File: src/rtl/uart_frame_chck.sv
// UART receive frame checker: walks one sampled bit per bit period through
// start, data, optional parity and stop bits, and flags glitch/parity/framing errors.
module uart_frame_chck #(
    parameter int unsigned DATA_WIDTH = 8,
    parameter int unsigned STOP_BITS  = 1,
    parameter int unsigned CNT_WIDTH  = 8
) (
    input  logic                  i_clk,
    input  logic                  i_rst,
    input  logic                  i_chk_en,
    input  logic                  i_frm_start,
    input  logic                  i_bit_vld,
    input  logic                  i_sampled_bit,
    input  logic                  i_par_en,
    input  logic                  i_par_typ,
    input  logic                  i_cnt_clr,
    output logic                  o_strt_glitch,
    output logic                  o_frm_done,
    output logic [DATA_WIDTH-1:0] o_frm_data,
    output logic                  o_par_err,
    output logic                  o_stop_err,
    output logic                  o_busy,
    output logic [CNT_WIDTH-1:0]  o_glitch_cnt,
    output logic [CNT_WIDTH-1:0]  o_par_cnt,
    output logic [CNT_WIDTH-1:0]  o_stop_cnt
);

    localparam int unsigned BCW = $clog2(DATA_WIDTH);
    localparam logic [BCW-1:0] LAST_DATA_IDX = BCW'(DATA_WIDTH - 1);
    localparam logic LAST_STOP_IDX = (STOP_BITS == 2) ? 1'b1 : 1'b0;

    typedef enum logic [2:0] {
        S_IDLE   = 3'd0,
        S_START  = 3'd1,
        S_DATA   = 3'd2,
        S_PARITY = 3'd3,
        S_STOP   = 3'd4
    } state_t;

    state_t                r_state;
    logic [DATA_WIDTH-1:0] r_shift;
    logic [BCW-1:0]        r_bit_cnt;
    logic                  r_stop_idx;
    logic                  r_par_acc;
    logic                  r_par_mis;
    logic                  r_stop_acc;
    logic                  r_par_en;
    logic                  r_par_typ;
    logic                  r_glitch;
    logic                  r_done;
    logic [DATA_WIDTH-1:0] r_frm_data;
    logic                  r_par_err;
    logic                  r_stop_err;
    logic                  r_busy;
    logic [CNT_WIDTH-1:0]  r_glitch_cnt;
    logic [CNT_WIDTH-1:0]  r_par_cnt;
    logic [CNT_WIDTH-1:0]  r_stop_cnt;

    logic w_glitch_evt;
    logic w_done_evt;
    logic w_par_err_fin;
    logic w_stop_err_fin;

    // Parity bit the transmitter should have sent for the accumulated data XOR.
    function automatic logic exp_parity(input logic par_acc, input logic odd);
        return par_acc ^ odd;
    endfunction

    // Counter step that sticks at all-ones instead of wrapping.
    function automatic logic [CNT_WIDTH-1:0] sat_inc(input logic [CNT_WIDTH-1:0] v);
        logic [CNT_WIDTH-1:0] res;
        if (&v) begin
            res = v;
        end else begin
            res = v + CNT_WIDTH'(1);
        end
        return res;
    endfunction

    // Frame-level events decided by the current bit strobe.
    always_comb begin
        w_glitch_evt   = 1'b0;
        w_done_evt     = 1'b0;
        w_par_err_fin  = r_par_en & r_par_mis;
        w_stop_err_fin = r_stop_acc | ~i_sampled_bit;
        if (i_chk_en && i_bit_vld) begin
            w_glitch_evt = (r_state == S_START) && i_sampled_bit;
            w_done_evt   = (r_state == S_STOP) && (r_stop_idx == LAST_STOP_IDX);
        end else begin
            w_glitch_evt = 1'b0;
            w_done_evt   = 1'b0;
        end
    end

    // Frame FSM with registered status outputs and statistics counters.
    always_ff @(posedge i_clk) begin
        if (i_rst) begin
            r_state      <= S_IDLE;
            r_shift      <= '0;
            r_bit_cnt    <= '0;
            r_stop_idx   <= 1'b0;
            r_par_acc    <= 1'b0;
            r_par_mis    <= 1'b0;
            r_stop_acc   <= 1'b0;
            r_par_en     <= 1'b0;
            r_par_typ    <= 1'b0;
            r_glitch     <= 1'b0;
            r_done       <= 1'b0;
            r_frm_data   <= '0;
            r_par_err    <= 1'b0;
            r_stop_err   <= 1'b0;
            r_busy       <= 1'b0;
            r_glitch_cnt <= '0;
            r_par_cnt    <= '0;
            r_stop_cnt   <= '0;
        end else begin
            r_glitch <= 1'b0;
            r_done   <= 1'b0;
            if (!i_chk_en) begin
                r_state <= S_IDLE;
                r_busy  <= 1'b0;
            end else begin
                case (r_state)
                    S_IDLE: begin
                        if (i_frm_start) begin
                            r_par_en  <= i_par_en;
                            r_par_typ <= i_par_typ;
                            r_state   <= S_START;
                            r_busy    <= 1'b1;
                        end
                    end
                    S_START: begin
                        if (i_bit_vld) begin
                            if (i_sampled_bit) begin
                                r_glitch <= 1'b1;
                                r_state  <= S_IDLE;
                                r_busy   <= 1'b0;
                            end else begin
                                r_bit_cnt  <= '0;
                                r_stop_idx <= 1'b0;
                                r_par_acc  <= 1'b0;
                                r_par_mis  <= 1'b0;
                                r_stop_acc <= 1'b0;
                                r_state    <= S_DATA;
                            end
                        end
                    end
                    S_DATA: begin
                        if (i_bit_vld) begin
                            // LSB arrives first, so shifting in at the top leaves bit 0 at the bottom.
                            r_shift   <= {i_sampled_bit, r_shift[DATA_WIDTH-1:1]};
                            r_par_acc <= r_par_acc ^ i_sampled_bit;
                            r_bit_cnt <= r_bit_cnt + BCW'(1);
                            if (r_bit_cnt == LAST_DATA_IDX) begin
                                r_state <= r_par_en ? S_PARITY : S_STOP;
                            end
                        end
                    end
                    S_PARITY: begin
                        if (i_bit_vld) begin
                            r_par_mis <= (i_sampled_bit != exp_parity(r_par_acc, r_par_typ));
                            r_state   <= S_STOP;
                        end
                    end
                    S_STOP: begin
                        if (i_bit_vld) begin
                            if (w_done_evt) begin
                                r_done     <= 1'b1;
                                r_frm_data <= r_shift;
                                r_par_err  <= w_par_err_fin;
                                r_stop_err <= w_stop_err_fin;
                                r_state    <= S_IDLE;
                                r_busy     <= 1'b0;
                            end else begin
                                r_stop_acc <= w_stop_err_fin;
                                r_stop_idx <= 1'b1;
                            end
                        end
                    end
                    default: begin
                        r_state <= S_IDLE;
                        r_busy  <= 1'b0;
                    end
                endcase
            end

            // A clear in the same cycle as an error wins over the increment.
            if (i_cnt_clr) begin
                r_glitch_cnt <= '0;
                r_par_cnt    <= '0;
                r_stop_cnt   <= '0;
            end else begin
                if (w_glitch_evt) begin
                    r_glitch_cnt <= sat_inc(r_glitch_cnt);
                end
                if (w_done_evt && w_par_err_fin) begin
                    r_par_cnt <= sat_inc(r_par_cnt);
                end
                if (w_done_evt && w_stop_err_fin) begin
                    r_stop_cnt <= sat_inc(r_stop_cnt);
                end
            end
        end
    end

    assign o_strt_glitch = r_glitch;
    assign o_frm_done    = r_done;
    assign o_frm_data    = r_frm_data;
    assign o_par_err     = r_par_err;
    assign o_stop_err    = r_stop_err;
    assign o_busy        = r_busy;
    assign o_glitch_cnt  = r_glitch_cnt;
    assign o_par_cnt     = r_par_cnt;
    assign o_stop_cnt    = r_stop_cnt;

endmodule

File: config.mk
export PLATFORM = sky130hd
export DESIGN_NAME = uart_frame_chck
export DESIGN_NICKNAME = d
export VERILOG_FILES = /design/src/rtl/uart_frame_chck.sv
export SDC_FILE = /design/constraint.sdc
export NUM_CORES = 1
export LEC_CHECK = 0
export CAP_MARGIN = 20
export CORE_ASPECT_RATIO = 1.25
export CORE_MARGIN = 2
export CORE_UTILIZATION = 45
export DETAILED_ROUTE_END_ITERATION = 10
export GPL_ROUTABILITY_DRIVEN = 0
export HOLD_SLACK_MARGIN = 0.1
export PLACE_DENSITY = 0.7
export RECOVER_POWER = 50
export SYNTH_ARGS = -nofsm -noshare
export SYNTH_HDL_FRONTEND = slang
export SYNTH_SLANG_ARGS = --single-unit
File: constraint.sdc
create_clock -name i_clk -period 3.2 [get_ports i_clk]
set_input_delay 0.64 -clock i_clk [delete_from_list [all_inputs] [get_ports i_clk]]
set_output_delay 0.64 -clock i_clk [all_outputs]
set_load 0.1 [all_outputs]
; ---- After elaboration in Yosys (flattened, before gate mapping)
; Index checks and enable logic that the tools add are counted.
[word_totals]
regBits = 57
in_bits = 9
wordCells = 116
[op_classes]
reduce_logical = 28
mux = 36
n_bitwise = 14
addsub = 4
eq_ne = 16
[ops]
columns = cell, n
row1 = $mux 3, 11
row2 = $add 8x1->8 const B, 3
row3 = $reduce_and 8->1, 3
row4 = $ne 2x2->1 const B, 10
row5 = $mux 1, 17
row6 = $pmux 3 s5, 1
row7 = $reduce_and 6->1, 2
row8 = $not 1->1, 10
row9 = $reduce_and 5->1, 2
row10 = $pmux 1 s2, 4
row11 = $reduce_or 4->1, 2
row12 = $reduce_and 7->1, 1
row13 = $eq 3x2->1 const B, 2
row14 = $eq 3x3->1 const B, 2
row15 = $pmux 3 s2, 1
row16 = $reduce_and 2->1, 3
row17 = $reduce_and 3->1, 2
row18 = $reduce_bool 2->1, 3
row19 = $reduce_or 2->1, 3
row20 = $logic_and 1x1->1, 5
row21 = $pmux 1 s4, 1
row22 = $reduce_and 4->1, 1
row23 = $add 3x1->3 const B, 1
row24 = $eq 3x1->1 const B, 1
row25 = other kinds (6), 7

; ---- Logic depth before layout (Yosys ltp)
[logic_depth]
word_depth = 6
depth_mapped = 6
mapped_depth_nobuf = 6

; ---- Least setup slack after synthesis
; OpenSTA, ideal clock, no wires.
[synth_path]
path_type = register to register
from = reg r_par_cnt[0] (netlist: o_par_cnt[0])
to = reg r_par_cnt[5] (netlist: o_par_cnt[5])
synth_period_minus_slack_ps = 2189
path_buffers = 1
stages_incl_launch_ff = 7
setup_slack_ps = 1011
arrival_ps = 2075
required_time_ps = 3085
setup_ps = 115
cell_sequence = dfxtp_1 > ha_1 > nand3_1 > nor2_1 > clkbuf_1 > nor4_1 > o21a_1
[synth_via]
elab_chain_cells = 3
elab_cells_between_ends = 4
[synth_lines]
columns = item, line
row1 = from (decl), 56  ; logic [CNT_WIDTH-1:0] r_par_cnt;
row2 = from (signal assigned), 197  ; r_par_cnt <= sat_inc(r_par_cnt);
row3 = "parallel branches: the longest is 3 deep, another holds $add 8x1->8", -
; Several ways; the timed one is not identified.
; A chain may end at the register's enable or synchronous reset.

; ---- Worst setup path in the final report
[layout_path]
from = in i_chk_en
to = reg r_par_cnt[3] (netlist: o_par_cnt[3])
[layout_via]
elab_chain_cells = 4
[layout_lines]
columns = item, line
row1 = from (decl), 10  ; input logic i_chk_en,
row2 = $logic_and 1x1->1, 86  ; if (i_chk_en && i_bit_vld) begin
row3 = $mux 1, 86
row4 = $logic_and 1x1->1, 196  ; if (w_done_evt && w_par_err_fin) begin
row5 = $reduce_and 2->1 (no source line), -
; No other way between the ends.

==> metrics.md <==
| Metric | Value |
|---|---|
| Status | finished, final reports clean |
| Register Area | 0.00114 sq mm |
| Final Skew | 0.00587 ns |
| Synth cell types | 47 |
| Routed len/inst | 13.7 um |
| Top cells by count, synth | 57 x dfxtp_1, 34 x a21oi_1, 34 x nand2_1 |
| Flop-to-flop setup slack | 1.09 ns |
| Root buffer cell | clkbuf_8 |
| Worst Hold Class | flop to flop |
| RSZ-0062 raised after global routing | no |
| Top FF cell, synth | dfxtp_1 |
| Post-layout net count | 353 |
| Cells after Synth | 294 |
| Reg2reg start | r_state[2]$_SDFFE_PP0P_ |
| Die area | 0.00636 sq mm |
| Chip width | 71.7 um |
| Total GRT Usage | 18.9% |
| Share of cells above drive strength 1 | 7.27% |
| Synth area leader | dfxtp_1 |
| Worst hold start | r_shift[0]$_SDFFE_PP0P_ |
| Worst Path Class, Setup | input pin to flop |
| Site row count | 30 |
| Antenna violations before repair | 0 |
| # hold bufs at CTS | 0 |
| Post-synthesis average cell area | 8.77 sq um |
| Post-detail-place hpwl | 3.83 mm |
| DR vias | 2308 |
| Initial Util | 47.1% |
| Area Growth Syn to Fin | 17.5% |
| N_diodes | 0 |
| Worst IR drop on VDD | 273 uV |
| Achievable Freq | 0.368 GHz |
| Total gr overflow | 0 |
| # IOs | 46 |
| Post-synth top area share | 44.3% |
| CTS Buf Count | 9 |
| Syn nets | 308 |
| Hold Violations, Final | 0 |
| First-pass GRT wire length | 9.60 mm |
| Static Leak | 0.00103 uW |
| Clock slew seen by the registers of the worst setup and hold paths | 0.07 ns |
| Final setup TNS | 0 ns |
| Clock Latency Late Sink | 0.33 ns |
| Worst setup SP type | input pin |
| CTS tree | built |
| Place WS | 0.348 ns |
| WP data required | 3.46 ns |
| Pwr per Cell Area | 472 mW/mm^2 |
| Filler Cells Inserted | 565 |
| Synthesized area | 0.00258 sq mm |
| Area of the multi-input gates | 0.00135 sq mm |
| Routed vias/inst | 5.66 |
| Final WS setup | 0.483 ns |
| Die Y | 88.6 um |
| Clock Path Buffers | 2 |
| Post-synthesis register bit count | 57 |
| Slew HR | 21.9% |
| I/O Buffers | 45 |
| Syn. warnings | 0 |
| Worst Setup SP | i_chk_en |
| Largest net degree at the start of global routing | 26 |
| Setup violators final | 0 |
| Final ANT Viol Nets | 0 |
| Number of flops mapped to enable cells by yosys | 0 |
| Tcrit/Tclk final | 84.9% |
| Count leader, synth | dfxtp_1 |
| Worst Hold Margin | 0.459 ns |
| Final Max Slew Viols | 0 |
| Clock sinks | 57 |
| DRC viols | 0 |
| Util after Layout | 55.3% |
| Vias in the first global route | 2137 |
| Max cap viols | 0 |
| Htree depth | 3 |
| Worst-path fanout max | 17 |
| Final wirelength | 5.57 mm |
| Crit end category | flop |
| Main area contributors after synthesis | dfxtp_1 44%, a21oi_1 6.6%, nand2_1 4.9% |
| PostCTS Resize Cnt | 0 |
| Worst-margin pin slew | 1.18 ns |
| Asr flop ratio synth | 0% |
| DR pass1 iterations | 4 |
| Sequential fraction of the synthesis area | 44.3% |
| Worst path arrival time | 2.98 ns |
| Core area | 0.00548 sq mm |
| Clock period minus worst slack | 2.72 ns |
| Total Power | 1430 uW |
| Post-CTS setup buffer count | 0 |
| First DRT Iteration DRCs | 120 |
## state kept, by name, indices dropped and copies added (netlist names), 3 cells and up
register / cells
o_stop_cnt: 8
o_frm_data: 8
o_glitch_cnt: 8
r_shift: 8
r_bit_cnt: 3
r_state: 3
o_par_cnt: 8
## cell usage in the layout (no fill, tap or decap), types with 4 or more instances in the layout
cell type,synthesis,routed
nor3b_1,4,4
clkbuf_8,0,9
mux2i_1,11,11
inv_1,5,5
dfxtp_1,57,57
or4_1,7,7
ha_1,5,5
nand3_1,12,12
a211oi_1,6,6
nand4_1,5,5
o21ai_0,8,8
nor3_1,5,5
o31ai_1,6,6
nor2_1,23,23
and2_1,5,4
a21oi_1,34,34
or3_1,5,5
o41ai_1,5,5
clkbuf_1,7,37
clkdlybuf4s50_1,0,5
o21a_1,4,4
nand2_1,34,34
## per-layer routing
metal | track usage, % | vias up | wire length [um]
met5 | 0 | - | 0
met4 | 6.17 | 0 | 33
met3 | 5.47 | 2 | 255
met2 | 31.8 | 37 | 2770
met1 | 23.3 | 1082 | 2510
li1 | - | 1187 | -
## final timing paths
kind                                     to  cells after the start
setup reg to reg  o_par_cnt[3]$_SDFFE_PP0P_                      4
hold reg to reg     r_shift[0]$_SDFFE_PP0P_                      2
setup / recovery  o_par_cnt[3]$_SDFFE_PP0P_                      5
hold / removal      r_shift[0]$_SDFFE_PP0P_                      2
## stage by stage
stage	instances	instance area (sq um)
2_1_floorplan	294	2580
3_3_place_gp	392	2970
3_5_place_dp	392	2970
4_1_cts	408	3170
5_1_grt	408	3030
6_report	408	3030
## logic make-up after synthesis
group / Yosys count / synth area share (%)
AOI/OAI and AO/OA: 76 / 18.8
xor gates and xnor gates: 3 / 1.02
adders and majority gates: 5 / 2.43
buffers and inverters: 19 / 3.30
DFF: 57 / 44.3
muxes: 11 / 4.27
and+or+nand+nor: 123 / 26.0
## where the power goes
group	internal [uW]	switching, uW	total (uW)
sequential	712	5.37	718
combinational	21.1	37.4	58.5
clock	357	295	653
total	1090	338	1430
## worst max-delay path: stages
cell and delay, ns:
dlygate4sd3_1 0.68, and2_0 0.45, nand4_2 0.43, or4_1 0.62
a21oi_1 0.15
## final cells by class
class	instances	share of cell area (%)
clock buffer	9	4.09
clock inverter	7	2.35
inverter	5	0.620
multi-input combinational	218	44.7
sequential	57	37.7
tap	64	2.64
timing repair buffer	48	7.97
(Power assumes the default switching activity.)
